--- src/rtl/cpu_pkg.sv ---
// rtl/cpu_pkg.sv - shared widths, forwarding select codes and stage-record type
package cpu_pkg;

    localparam int REG_BITS = 5;
    localparam int SEL_BITS = 3;

    localparam logic [SEL_BITS-1:0] FWD_REG   = 3'd0;
    localparam logic [SEL_BITS-1:0] FWD_EXMEM = 3'd1;
    localparam logic [SEL_BITS-1:0] FWD_MEMWB = 3'd2;

    typedef struct packed {
        logic                valid;
        logic                wr_en;
        logic [REG_BITS-1:0] dest;
        logic                is_load;
    } stage_rec_t;

    // $0 is hardwired zero, so it can never be a true dependency
    function automatic logic rec_match(stage_rec_t r, logic [REG_BITS-1:0] src, logic use_src);
        return r.valid && r.wr_en && (r.dest == src) && (src != '0) && use_src;
    endfunction

endpackage

--- src/rtl/fwd_hazard_ctrl_if.sv ---
// rtl/fwd_hazard_ctrl_if.sv - decode-side hazard/forwarding bus with master/slave modports
interface fwd_hazard_ctrl_if #(
    parameter int REG_BITS = cpu_pkg::REG_BITS,
    parameter int SEL_BITS = cpu_pkg::SEL_BITS
);
    logic                pipe_en;
    logic                id_valid;
    logic [REG_BITS-1:0] id_rs;
    logic [REG_BITS-1:0] id_rt;
    logic                id_use_rs;
    logic                id_use_rt;
    logic                id_wr_en;
    logic [REG_BITS-1:0] id_wd;
    logic                id_is_load;
    logic                stall;
    logic [SEL_BITS-1:0] fwd_sel_a;
    logic [SEL_BITS-1:0] fwd_sel_b;

    modport master (
        output pipe_en, id_valid, id_rs, id_rt, id_use_rs, id_use_rt,
               id_wr_en, id_wd, id_is_load,
        input  stall, fwd_sel_a, fwd_sel_b
    );

    modport slave (
        input  pipe_en, id_valid, id_rs, id_rt, id_use_rs, id_use_rt,
               id_wr_en, id_wd, id_is_load,
        output stall, fwd_sel_a, fwd_sel_b
    );
endinterface

--- src/rtl/fwd_sel_calc.sv ---
// rtl/fwd_sel_calc.sv - per-operand producer match and youngest-first select priority
module fwd_sel_calc
    import cpu_pkg::*;
(
    input  stage_rec_t          ex_r,
    input  stage_rec_t          mem_r,
    input  logic [REG_BITS-1:0] src,
    input  logic                use_src,
    output logic                ex_hit,
    output logic                mem_hit,
    output logic [SEL_BITS-1:0] sel
);
    always_comb begin
        ex_hit  = rec_match(ex_r, src, use_src);
        mem_hit = rec_match(mem_r, src, use_src);
        sel     = FWD_REG;
        if (ex_hit)
            sel = FWD_EXMEM;
        else if (mem_hit)
            sel = FWD_MEMWB;
    end
endmodule

--- src/rtl/fwd_hazard_ctrl.sv ---
// rtl/fwd_hazard_ctrl.sv - EX operand forwarding and load-use stall control; HAZ_FWD_EN enables forwarding
module fwd_hazard_ctrl
    import cpu_pkg::*;
(
    input  logic              clk,
    input  logic              rst,
    fwd_hazard_ctrl_if.slave  bus
);
    stage_rec_t          ex_r, mem_r, wb_r, id_rec;
    logic                ex_hit_a, mem_hit_a, ex_hit_b, mem_hit_b;
    logic [SEL_BITS-1:0] sel_a_nxt, sel_b_nxt;
    logic                stall;
    logic                unused_ok;

    assign id_rec = '{valid: bus.id_valid, wr_en: bus.id_wr_en,
                      dest: bus.id_wd, is_load: bus.id_is_load};

    fwd_sel_calc u_sel_a (
        .ex_r    (ex_r),
        .mem_r   (mem_r),
        .src     (bus.id_rs),
        .use_src (bus.id_use_rs),
        .ex_hit  (ex_hit_a),
        .mem_hit (mem_hit_a),
        .sel     (sel_a_nxt)
    );

    fwd_sel_calc u_sel_b (
        .ex_r    (ex_r),
        .mem_r   (mem_r),
        .src     (bus.id_rt),
        .use_src (bus.id_use_rt),
        .ex_hit  (ex_hit_b),
        .mem_hit (mem_hit_b),
        .sel     (sel_b_nxt)
    );

`ifdef HAZ_FWD_EN
    logic [SEL_BITS-1:0] sel_a_q, sel_b_q;

    // Only a load in EX cannot be bypassed; everything else forwards
    assign stall = bus.id_valid && ex_r.is_load && (ex_hit_a || ex_hit_b);

    always_ff @(posedge clk) begin
        if (rst) begin
            sel_a_q <= FWD_REG;
            sel_b_q <= FWD_REG;
        end else if (bus.pipe_en) begin
            sel_a_q <= stall ? FWD_REG : sel_a_nxt;
            sel_b_q <= stall ? FWD_REG : sel_b_nxt;
        end
    end

    assign bus.fwd_sel_a = sel_a_q;
    assign bus.fwd_sel_b = sel_b_q;
    assign unused_ok     = ^{wb_r, mem_hit_a, mem_hit_b};
`else
    // Without bypass paths, wait until the producer reaches WB
    assign stall = bus.id_valid && (ex_hit_a || ex_hit_b || mem_hit_a || mem_hit_b);

    assign bus.fwd_sel_a = FWD_REG;
    assign bus.fwd_sel_b = FWD_REG;
    assign unused_ok     = ^{wb_r, sel_a_nxt, sel_b_nxt};
`endif

    assign bus.stall = stall;

    // wb_r is tracked but never forwarded: the register file writes before it reads
    always_ff @(posedge clk) begin
        if (rst) begin
            ex_r  <= '0;
            mem_r <= '0;
            wb_r  <= '0;
        end else if (bus.pipe_en) begin
            ex_r  <= stall ? stage_rec_t'('0) : id_rec;
            mem_r <= ex_r;
            wb_r  <= mem_r;
        end
    end
endmodule

--- src/flat_wrapper.sv ---
// flat-port wrapper written by rule: the top's interface ports become plain ports
module fwd_hazard_ctrl_flat import cpu_pkg::*;
  (clk, rst, bus_pipe_en, bus_id_valid, bus_id_rs, bus_id_rt, bus_id_use_rs, bus_id_use_rt, bus_id_wr_en, bus_id_wd, bus_id_is_load, bus_stall, bus_fwd_sel_a, bus_fwd_sel_b);
  fwd_hazard_ctrl_if bus_i ();
  input  logic clk;
  input  logic rst;
  input wire logic [$bits(bus_i.pipe_en)-1:0] bus_pipe_en;
  input wire logic [$bits(bus_i.id_valid)-1:0] bus_id_valid;
  input wire logic [$bits(bus_i.id_rs)-1:0] bus_id_rs;
  input wire logic [$bits(bus_i.id_rt)-1:0] bus_id_rt;
  input wire logic [$bits(bus_i.id_use_rs)-1:0] bus_id_use_rs;
  input wire logic [$bits(bus_i.id_use_rt)-1:0] bus_id_use_rt;
  input wire logic [$bits(bus_i.id_wr_en)-1:0] bus_id_wr_en;
  input wire logic [$bits(bus_i.id_wd)-1:0] bus_id_wd;
  input wire logic [$bits(bus_i.id_is_load)-1:0] bus_id_is_load;
  output wire logic [$bits(bus_i.stall)-1:0] bus_stall;
  output wire logic [$bits(bus_i.fwd_sel_a)-1:0] bus_fwd_sel_a;
  output wire logic [$bits(bus_i.fwd_sel_b)-1:0] bus_fwd_sel_b;
  assign bus_i.pipe_en = bus_pipe_en;
  assign bus_i.id_valid = bus_id_valid;
  assign bus_i.id_rs = bus_id_rs;
  assign bus_i.id_rt = bus_id_rt;
  assign bus_i.id_use_rs = bus_id_use_rs;
  assign bus_i.id_use_rt = bus_id_use_rt;
  assign bus_i.id_wr_en = bus_id_wr_en;
  assign bus_i.id_wd = bus_id_wd;
  assign bus_i.id_is_load = bus_id_is_load;
  assign bus_stall = bus_i.stall;
  assign bus_fwd_sel_a = bus_i.fwd_sel_a;
  assign bus_fwd_sel_b = bus_i.fwd_sel_b;
  fwd_hazard_ctrl u_core (.clk(clk), .rst(rst), .bus(bus_i));
endmodule
--- config.mk ---
export PLATFORM = sky130hd
export DESIGN_NAME = fwd_hazard_ctrl_flat
export DESIGN_NICKNAME = d
export VERILOG_FILES = /design/src/rtl/cpu_pkg.sv /design/src/rtl/fwd_hazard_ctrl_if.sv /design/src/rtl/fwd_sel_calc.sv /design/src/rtl/fwd_hazard_ctrl.sv /design/src/flat_wrapper.sv
export SDC_FILE = /design/constraint.sdc
export NUM_CORES = 1
export LEC_CHECK = 0
export BUFFER_PORTS_ARGS = -buffer_cell sky130_fd_sc_hd__buf_4
export CAP_MARGIN = 20
export CELL_PAD_IN_SITES_DETAIL_PLACEMENT = 2
export CELL_PAD_IN_SITES_GLOBAL_PLACEMENT = 2
export CORE_AREA = 8 8 69 65
export DETAILED_ROUTE_END_ITERATION = 6
export DIE_AREA = 0 0 77 73
export HOLD_SLACK_MARGIN = 0.08
export PLACE_DENSITY_LB_ADDON = 0.1
export RECOVER_POWER = 100
export SLEW_MARGIN = 20
export SYNTH_ARGS = -nofsm -noshare
export SYNTH_HDL_FRONTEND = slang
export SYNTH_SLANG_ARGS = --single-unit
--- constraint.sdc ---
create_clock -name clk -period 2.2 [get_ports clk]
set_clock_uncertainty 0.2 [all_clocks]
set_input_delay 0.11 -clock clk [delete_from_list [all_inputs] [get_ports clk]]
set_output_delay 0.11 -clock clk [all_outputs]
set_load 0.005 [all_outputs]
# == Word-level counts from Yosys, hierarchy flattened ==
# Cells that the tools add are included.
# op_classes
eq_ne,4
n_mux,1
n_reduce_logical,20
# ops
cell,n
equality test 5 bit,4
logical AND 1 bit,15
nonzero test 5 bit,2
2-to-1 mux 8 bit,1
logical OR 1 bit,3
# word_totals
output_inout_bits,7
in_bits,23
wordCells,31
ff_bits,14

# == Logic depth before layout (Yosys ltp) ==
# logic_depth
ltp_word,9
ltp_mapped,5
ltp_nobuf,5

# == By module ==
# From an unflattened synthesis, not the netlist that was laid out.
# hier_totals
cells_unflattened,99
hier_area_um2,967.2
# modules_own_cells
module,area_each_um2,cells_each,instances,seq_area_each_um2
fwd_hazard_ctrl,621.8,55,1,320.3
fwd_sel_calc,172.7,22,2,0.0

# == Least setup slack after synthesis ==
# Ideal clock, no wire load.
# synth_timing
kind,flip-flop to flip-flop
from,reg u_core.ex_r[5] (netlist name)
to,reg u_core.ex_r[1] (netlist name)
t_required_ps,1868
period_less_slack_ps,1740
arrival_time_ps,1408
setup_time_ps,132
setup_slack_ps,460
path_stages_with_launch,6
path_buffers,0
path_cell_list,dfxtp_1 > xor2_1 > nor4_1 > a22oi_1 > o32ai_4 > o31ai_1
# synth_between
elab_chain_len,9
elab_cells_between_ends,13
classes_between,eq/ne (2); mux (1); reduce/logical (10)
# synth_rtl
item,line_no,source
equality test 5 bit,cpu_pkg.sv:20,return r.valid && r.wr_en && (r.dest == src) && (src != '0) && use_src;
logical AND 1 bit (3 in series),cpu_pkg.sv:20,
logical OR 1 bit * (3 in series),fwd_hazard_ctrl.sv:59,assign stall = bus.id_valid && (ex_hit_a || ex_hit_b || mem_hit_a || mem_hit_b);
logical AND 1 bit *,fwd_hazard_ctrl.sv:59,
via bus_stall,flat_wrapper.sv:16,output wire logic [$bits(bus_i.stall)-1:0] bus_stall;
2-to-1 mux 8 bit *,fwd_hazard_ctrl.sv:75,ex_r <= stall ? stage_rec_t'('0) : id_rec;
# The timed path passes the listed nets; every way through them passes the cells marked *.
# A chain may end at the register's enable or synchronous reset.

# == Worst setup path after layout ==
# layout_timing
from,reg u_core.mem_r[5] (netlist name)
to,out bus_stall
# layout_between
elab_chain_len,7
elab_cells_between_ends,11
classes_between,eq/ne (2); reduce/logical (9)
# layout_rtl
item,line_no
equality test 5 bit,cpu_pkg.sv:20
logical AND 1 bit (3 in series),cpu_pkg.sv:20
logical OR 1 bit,fwd_hazard_ctrl.sv:59
logical OR 1 bit *,fwd_hazard_ctrl.sv:59
logical AND 1 bit *,fwd_hazard_ctrl.sv:59
to (decl),flat_wrapper.sv:16
# Mark *: on every way between the ends. The rest lies on a longest branch, timed or not.

==> metrics <==
# placed instances=roughly 160; Synth Area in XOR/XNOR=0.198; gr busiest metal=met2; MaxCap Viol Count=0; CP cell instances=xor2_1, nor4_2, a22oi_1, o32ai_4, buf_4; DR DRC count=0; CTS tree=built; Final min period=2.12 ns; mapped cell area=roughly 880 um2; CP top delay family=compound AO/OA/AOI/OAI gates; post-synth cell types=23; Antenna Nets Post-Route=0; grt ovf=0; site row count=20; port bufs=22; share of cells above drive strength 1=0.268; Multi-input gate area=576 um2; mux share of post-synthesis cell area=0.0792; Seq cells post-synth=14; CTS H-tree depth=1; Yosys warning total=0; Worst Path Max Fanout=3; total power per unit cell area=518 nW/um2; worst setup path class=reg2out; first-pass GRT wire length=4520 um; Leak=just under 0.6 nW; Worst R2R Start=u_core.mem_r[5]; final RePlAce weighted congestion=0.816; M1 GR Usage=0.120; critical path's slowest cell=nor4_2; pre-CTS setup slack=0.193 ns; Worst Tran Pin Value=0.766 ns; Hold Path Origin=bus_pipe_en; Mapped Cells=100; via density per instance=roughly 4.4; die width=77 um; Synth Area in Compound Gates=0.157; outcome=complete, no violations; fin area=1280 um2; min-delay worst type=in2reg; fmax=0.471 GHz; routed vias=roughly 800; max-slew violations=0; flop2flop setup slack=about 0.10 ns; RR Endpoint=u_core.ex_r[2]; sequential fraction of the synthesis area=0.317; clk slew on worst S/H paths=0.06 ns; CP bufs+invs=1; GRT Total Usage=0.101; Synth Area in Adders=0; startpoint types=flip-flop; largest family of logic cells by synthesized area=XOR/XNOR gates; CP endpoint kind=primary output; FF+latch area=282 um2; Non-Filler Instances=between 150 and 200; met3 usage=0.0259; Avg Cell Area, Syn=8.85 um2; placed standard-cell area=1080 um2; total CTS buffers=3; hold endpoint=u_core.mem_r[5]; GR Util met2=0.170; I/O Pins=30; area grow syn2layout=45.0%; setup TNS=0 ns; slew margin rel.=0.489; post-layout util=0.388; DP HPWL=2090 um; largest net degree at the start of global routing=17; Max Buffers Root-to-Sink=2; die area=5620 um2; VDD IR max=0.281 mV; Critical Path RT=approximately 1.9 ns; Hold Vio Cnt, Final=0; setup slack after layout=0.0788 ns; antenna cell count=0; fin crit share=0.964; first-pass iteration count of the detailed router=4; CORE AREA=3300 um2; initial antenna violation count=0; max incr delay on CP=0.35 ns; area share of and/or/nand/nor cells after synthesis=0.177; Skew-Pair Late Insertion Delay=around 0.24 ns; R2R depth=6; Starting Density=0.268; final net count=162; CP arrival=1.81 ns; clock root buffer=clkbuf_8; clk sinks=14; FILL cells=382; Initial DRC Count=12; chip height=73 um; vias in the first global route=slightly above 900; post-DR wirelength/cell=between 15 and 20 um; hold path depth=3; drt total wl=2800 um; Setup-failing EPs final=0
[layout by cell type (no fill, tap or decap), drive strengths merged, types with 4 or more instances in the layout]
cell / n
nand2: 14
dfxtp: 14
nor2: 12
conb: 6
o31ai: 6
nor4: 4
clkbuf: 6
mux2i: 7
xor2: 20
dlygate4sd3: 13
buf: 23
[synth_stat cells (all sizes together)]
cell    number  area (um2)
o31ai        6        55.1
mux2i        7        70.1
xor2        20         175
o21ai        2        13.8
o32ai        1        27.5
and2         1        6.26
a22oi        2        28.8
clkbuf       3        11.3
or2          1        6.26
buf          6        45.0
a21oi        1        5.00
nor2        12        45.0
nand2       14        52.6
conb         1        3.75
dfxtp       14         280
o221ai       1        8.76
inv          1        3.75
or4          2        15.0
nand2b       1        6.26
nor4         4        25.0
[power breakdown]
group / switching, mW / leakage [nW] / internal, mW
clock: 0.0924 / 0.0288 / 0.158
combinational: 0.0620 / 0.452 / 0.0715
sequential: 0.0137 / 0.115 / 0.266
total: 0.168 / 0.596 / 0.496
[metal layers]
| layer | part of all wire | vias to the layer above |
|---|---|---|
| met5 | 0 | - |
| li1 | - | 406 |
| met4 | 0.0050 | 0 |
| met1 | 0.47 | 374 |
| met2 | 0.49 | 20 |
| met3 | 0.037 | 2 |
[area by class of cell]
class                   instances  area share
well taps                      44      0.0429
inverters                       1     0.00293
clock buffers                   4      0.0429
repair buffers                 38       0.243
flip-flops and latches         14       0.220
multi-input cells              81       0.449
[flip-flops by register name, indices dropped and copies added (netlist names)]
register	cells
u_core.ex_r	7
u_core.mem_r	7
[logic make-up (layout without fill, tap and decap cells)]
family                 after synthesis  after routing
multiplexers                         7              7
AND/OR/NAND/NOR                     35             35
flip-flops                          14             14
other                                1              6
AO/OA/AOI/OAI                       13             13
buffers and inverters               10             43
XOR/XNOR                            20             20
[worst register-to-register path, stage by stage (launching register included)]
cell	delay, ns
dfxtp_1	0.34
xor2_1	0.19
nor4_2	0.35
a22oi_1	0.19
o32ai_4	0.34
clkbuf_2	0.25
o31ai_1	0.10
[how the worst max path moves through the flow]
stage / from / endpoint / cells after the start / slack (ns)
finish: u_core.mem_r[5] / bus_stall / 5 / 0.08
global placement: u_core.ex_r[5] / bus_stall / 5 / 0.16
CTS: u_core.ex_r[5] / bus_stall / 5 / 0.09
floorplan: u_core.ex_r[5] / u_core.ex_r[1] / 5 / 0.46
global route: u_core.mem_r[5] / bus_stall / 5 / -0.02
detailed placement: u_core.ex_r[5] / bus_stall / 5 / 0.19
[repair_timing]
| action | CTS | global route |
|---|---|---|
| endpoints found under the setup margin | 1 | 1 |
| hold endpoints to repair | 14 | 0 |
| buffers inserted | 1 | 0 |
| pin swaps | 1 | 0 |
| hold buffers | 13 | 0 |
| gates resized for setup | 0 | 3 |
[through the flow]
stage               total power [mW]  hold slack (ns)
floorplan                      0.347           0.0108
global route                   0.703            0.119
finish                         0.664            0.103
detailed placement             0.398            0.184
CTS                            0.669            0.107
global placement               0.393            0.174
Note: power is estimated with default switching activity, not from simulation.
